$ cat src/rtl/seq_divider.sv
// seq_divider: multi-cycle restoring (shift/subtract) integer divider.
// Produces one quotient bit per enabled clock, with a START/BUSY/DONE handshake,
// a remainder output and divide-by-zero detection.
// Optional macro DIVIDER_SIGNED_EN adds the SGN input and two's-complement operation.

module seq_divider #(
  parameter int C_NUM_BITS = 8
) (
  input  logic                  CK,
  input  logic                  R,
  input  logic                  E,
  input  logic                  START,
`ifdef DIVIDER_SIGNED_EN
  input  logic                  SGN,
`endif
  input  logic [C_NUM_BITS-1:0] A,
  input  logic [C_NUM_BITS-1:0] B,
  output logic                  BUSY,
  output logic                  DONE,
  output logic [C_NUM_BITS-1:0] Q,
  output logic [C_NUM_BITS-1:0] REM,
  output logic                  DZ
);

  localparam int N  = C_NUM_BITS;
  localparam int CW = $clog2(N);
  localparam logic [CW-1:0] LAST_COUNT = CW'(N - 1);

  typedef enum logic [1:0] {IDLE, RUN, FIN} state_t;

  state_t        state, state_next;
  logic [N-1:0]  dvd_reg, dvd_next;
  logic [N-1:0]  dvs_reg, dvs_next;
  logic [N-1:0]  part_reg, part_next;
  logic [CW-1:0] count, count_next;
  logic [N-1:0]  q_reg, q_next;
  logic [N-1:0]  rem_reg, rem_next;
  logic          dz_reg, dz_next;

  logic [N-1:0]  a_mag, b_mag;
  logic [N:0]    shifted, trial;
  logic [N-1:0]  step_q, step_part;
  logic [N-1:0]  fin_q, fin_rem;

`ifdef DIVIDER_SIGNED_EN
  logic neg_q_reg, neg_q_next, neg_r_reg, neg_r_next;
  logic neg_q_in, neg_r_in;

  // Signed requests feed operand magnitudes to the unsigned core and remember the result signs.
  always_comb begin
    a_mag    = (SGN && A[N-1]) ? -A : A;
    b_mag    = (SGN && B[N-1]) ? -B : B;
    neg_q_in = SGN && (A[N-1] ^ B[N-1]);
    neg_r_in = SGN && A[N-1];
  end

  // Final sign fix-up: quotient truncates toward zero, remainder follows the dividend.
  always_comb begin
    fin_q   = neg_q_reg ? -step_q : step_q;
    fin_rem = neg_r_reg ? -step_part : step_part;
  end

  // Result-sign flags captured alongside the operands.
  always_ff @(posedge CK) begin
    if (R) begin
      neg_q_reg <= 1'b0;
      neg_r_reg <= 1'b0;
    end else if (E) begin
      neg_q_reg <= neg_q_next;
      neg_r_reg <= neg_r_next;
    end
  end
`else
  // Unsigned build: operands and results pass straight through.
  always_comb begin
    a_mag   = A;
    b_mag   = B;
    fin_q   = step_q;
    fin_rem = step_part;
  end
`endif

  // One restoring step: bring in the next dividend bit and try to subtract the divisor.
  always_comb begin
    shifted = {part_reg, dvd_reg[N-1]};
    trial   = shifted - {1'b0, dvs_reg};
    if (!trial[N]) begin
      step_part = trial[N-1:0];
      step_q    = {dvd_reg[N-2:0], 1'b1};
    end else begin
      step_part = shifted[N-1:0];
      step_q    = {dvd_reg[N-2:0], 1'b0};
    end
  end

  // Next-state and datapath-load decisions for the IDLE/RUN/FIN controller.
  always_comb begin
    state_next = state;
    dvd_next   = dvd_reg;
    dvs_next   = dvs_reg;
    part_next  = part_reg;
    count_next = count;
    q_next     = q_reg;
    rem_next   = rem_reg;
    dz_next    = dz_reg;
`ifdef DIVIDER_SIGNED_EN
    neg_q_next = neg_q_reg;
    neg_r_next = neg_r_reg;
`endif
    case (state)
      IDLE, FIN: begin
        if (START) begin
          if (B == '0) begin
            state_next = FIN;
            q_next     = '1;
            rem_next   = A;
            dz_next    = 1'b1;
          end else begin
            state_next = RUN;
            dvd_next   = a_mag;
            dvs_next   = b_mag;
            part_next  = '0;
            count_next = LAST_COUNT;
`ifdef DIVIDER_SIGNED_EN
            neg_q_next = neg_q_in;
            neg_r_next = neg_r_in;
`endif
          end
        end else if (state == FIN) begin
          state_next = IDLE;
        end
      end
      RUN: begin
        dvd_next  = step_q;
        part_next = step_part;
        if (count == '0) begin
          state_next = FIN;
          q_next     = fin_q;
          rem_next   = fin_rem;
          dz_next    = 1'b0;
        end else begin
          count_next = count - 1'b1;
        end
      end
      default: state_next = IDLE;
    endcase
  end

  // State and datapath registers: reset wins over enable, E=0 freezes everything.
  always_ff @(posedge CK) begin
    if (R) begin
      state    <= IDLE;
      dvd_reg  <= '0;
      dvs_reg  <= '0;
      part_reg <= '0;
      count    <= '0;
      q_reg    <= '0;
      rem_reg  <= '0;
      dz_reg   <= 1'b0;
    end else if (E) begin
      state    <= state_next;
      dvd_reg  <= dvd_next;
      dvs_reg  <= dvs_next;
      part_reg <= part_next;
      count    <= count_next;
      q_reg    <= q_next;
      rem_reg  <= rem_next;
      dz_reg   <= dz_next;
    end
  end

  assign BUSY = (state == RUN);
  assign DONE = (state == FIN);
  assign Q    = q_reg;
  assign REM  = rem_reg;
  assign DZ   = dz_reg;

endmodule

$ cat config.mk
export PLATFORM = sky130hd
export DESIGN_NAME = seq_divider
export DESIGN_NICKNAME = d
export VERILOG_FILES = /design/src/rtl/seq_divider.sv
export SDC_FILE = /design/constraint.sdc
export NUM_CORES = 1
export LEC_CHECK = 0
export CORE_UTILIZATION = 48
export CTS_BUF_LIST = sky130_fd_sc_hd__clkbuf_8 sky130_fd_sc_hd__clkbuf_16
export CTS_CLUSTER_SIZE = 8
export DETAILED_ROUTE_END_ITERATION = 10
export GPL_TIMING_DRIVEN = 0
export MAX_ROUTING_LAYER = met4
export PLACE_DENSITY = 0.76
export SLEW_MARGIN = 20
export SYNTH_ARGS = -nofsm -noshare
export SYNTH_HDL_FRONTEND = slang
export SYNTH_SLANG_ARGS = --single-unit
$ cat constraint.sdc
create_clock -name CK -period 2.24 [get_ports CK]
set_clock_uncertainty 0.15 [all_clocks]
set_input_delay 0.336 -clock CK [delete_from_list [all_inputs] [get_ports CK]]
set_output_delay 0.336 -clock CK [all_outputs]
set_load 0.02 [all_outputs]
==> reports/metrics.cfg <==
[status]
status=finished, violations left
failed_checks=negative setup slack

[timing]
setup_violations=17
worst_pin_slew_ps=552
finalHoldViolCount=0
setup_tns_ps=-3530
rsz0062_at_grt=true
final.setup.worst_slack_ps=-291
slew_violations=0
period_minus_slack_ps=2530
max_freq_mhz=395
max-slew-margin-rel=0.632
finalCritPeriodShare=1.13

[logic_synthesis]
syn_nets=335
ys_warn_count=0
async_reset_ff_frac=0
synthFlopType=dfxtp_1
synth-seq-cells=46
synth_edf_count=0
synth_cells=304
syn_avg_cell_area_um2=8.01
ys_seq_area_frac=0.378
synth_cell_type_count=51
synth_area_um2=2430

[global_route]
busiest_layer=met2
antenna_found_initial=0
grt-ovfl-total=0
grt_pass1_vias=2170
use_met3=0.0442
met2_usage=0.428
gr-usage-met1=0.325
grt_pass1_wl_mm=10.2
grt_max_degree=14
track_usage=0.258

[power_and_ir_drop]
vdd_drop_max_mv=0.383
power_mw=2.24
p_per_area_nw_per_um2=674
p_leak_nw=1.18

[clock_tree]
cts_max_level=2
cts_tree=yes
numCtsBuffers=5
cts.path.max_buffers=2
clk-insertion-delay-late_ps=300
clk_pin_slew_ps=90
cts_root_buffer=clkbuf_8
hold_buffers=0
clock-sinks=46

[worst_setup_path]
slowest_stage=o41a_4
crit_type=reg2reg
crit_chain=inv_4, ha_4, inv_2, fa_2, a21o_1, o2bb2ai_4, o41a_4, nand2_8, mux2i_4, a41oi_2
arrival_ps=2560
critPathCaptureType=register
startpoint=dvd_reg[7]
crit_path_start_kind=register
reg2reg_from=dvd_reg[7]
cp_max_fo=6
worst_ep_required_time_ps=2270
cp_slowest_stage_delay_ps=430

[placement]
dp.final_hpwl_mm=4.51
gp_congestion=0.955
io_buffers=37
placedCellCount=408

[worst_hold_path]
hp-start=DZ
hp-class=reg2reg

[routing]
wirelength_mm=6.39
firstDrtPassIters=5
wl_per_cell_um=15.0
via_count=2397
drc=0
vias_per_cell=5.64
ant_nets=0
drt_iter0_drc=228

[final_layout]
drive_above_1_share=0.159
layout_common_cells=nor2_1 (47), dfxtp_1 (44), clkdlybuf4s50_1 (36)
final_common_cell=nor2_1
area_growth_pct=36.5
n_antenna_cell=0
final_cells=425
nets=389

[die]
num_rows=25
core_um2=4820
die_w_um=73.2
pin_count=39
die-area_um2=5360
die_h_um=73.2
start_util=0.505

[job]
drv_cap=0

## worst max-delay path, delay by kind of cell, from the launching register on
| family | cells | cell delay (ps) |
|---|---|---|
| flops | 1 | 370 |
| mux | 1 | 280 |
| fa+ha+maj | 2 | 460 |
| buf+inv | 2 | 90 |
| compound gates | 4 | 920 |
| simple gates | 1 | 130 |
## what timing repair did
item / in CTS / in global routing
resized for setup: 15 / 24
endpoints found under the setup margin: 19 / 29
cloned: 1 / 0
pin swaps: 5 / 11
buffers inserted: 4 / 6
## worst paths after layout
kind / to / slack (ps) / depth (start not counted)
worst max register to register: REM[5] / -290 / 10
worst min register to register: DZ / 310 / 2
worst max-delay path: REM[5] / -290 / 10
worst min-delay path: DZ / 310 / 2
## kinds of logic after synthesis
family / count (synthesis) / synth area share
AND/OR/NAND/NOR: 124 / 0.233
AO/OA/AOI/OAI: 76 / 0.223
flip-flops: 46 / 0.378
buffers and inverters: 33 / 0.0529
adder cells (fa/ha/maj): 11 / 0.0596
XOR/XNOR: 7 / 0.0252
multiplexers: 7 / 0.0288
## final cells by class
class,count,area (um^2)
Clock buffer,6,82.6
Inverter,16,62.6
Tap cell,67,83.8
Fill cell,404,1490
Sequential cell,46,926
Timing Repair Buffer,47,473
Multi-Input combinational cell,226,1600
Buffer,16,70.1
Clock inverter,1,30.0
## synthesized netlist by cell type, types with 2 or more instances
cell	n	area share
a311oi_1	10	0.036
a31oi_1	3	0.0077
o211ai_1	3	0.0092
nand3_1	4	0.0082
a41oi_1	3	0.011
or3_1	3	0.0077
o21a_1	2	0.0062
dfxtp_1	46	0.38
ha_1	10	0.051
and2_1	2	0.0051
o32ai_1	2	0.0072
nand2_1	35	0.054
nor3_1	15	0.031
buf_2	4	0.0082
a21oi_1	19	0.039
nor2b_1	3	0.0077
inv_1	15	0.023
xnor2_1	6	0.022
a21o_1	3	0.0092
a211oi_1	2	0.0062
o21ai_1	5	0.010
a311o_1	2	0.0082
mux2i_1	7	0.029
nor2_1	47	0.072
nor4_2	2	0.010
clkbuf_1	12	0.018
and3_1	5	0.013
o21ai_0	11	0.023
## report_power, final
group          internal (mW)  switching [mW]
clock                  0.357           0.286
sequential             0.868          0.0335
combinational          0.323           0.370
## layer usage
| metal | vias to the layer above | routed length (um) |
|---|---|---|
| met5 | - | 0 |
| met4 | 0 | 46 |
| met3 | 6 | 318 |
| met2 | 73 | 3140 |
| met1 | 1132 | 2890 |
| li1 | 1186 | - |
## metrics by stage
step | setup WS (ps) | hold WS [ps] | instance area [um^2] | utilization
global placement | -377 | 292 | 2940 | 0.611
CTS | -276 | 308 | 3180 | 0.659
detailed placement | -395 | 297 | 2940 | 0.611
global route | -369 | 348 | 3320 | 0.690
finish | -291 | 306 | 3320 | 0.690
floorplan | -116 | 276 | 2490 | -
Note: power is estimated with default switching activity, not from simulation.
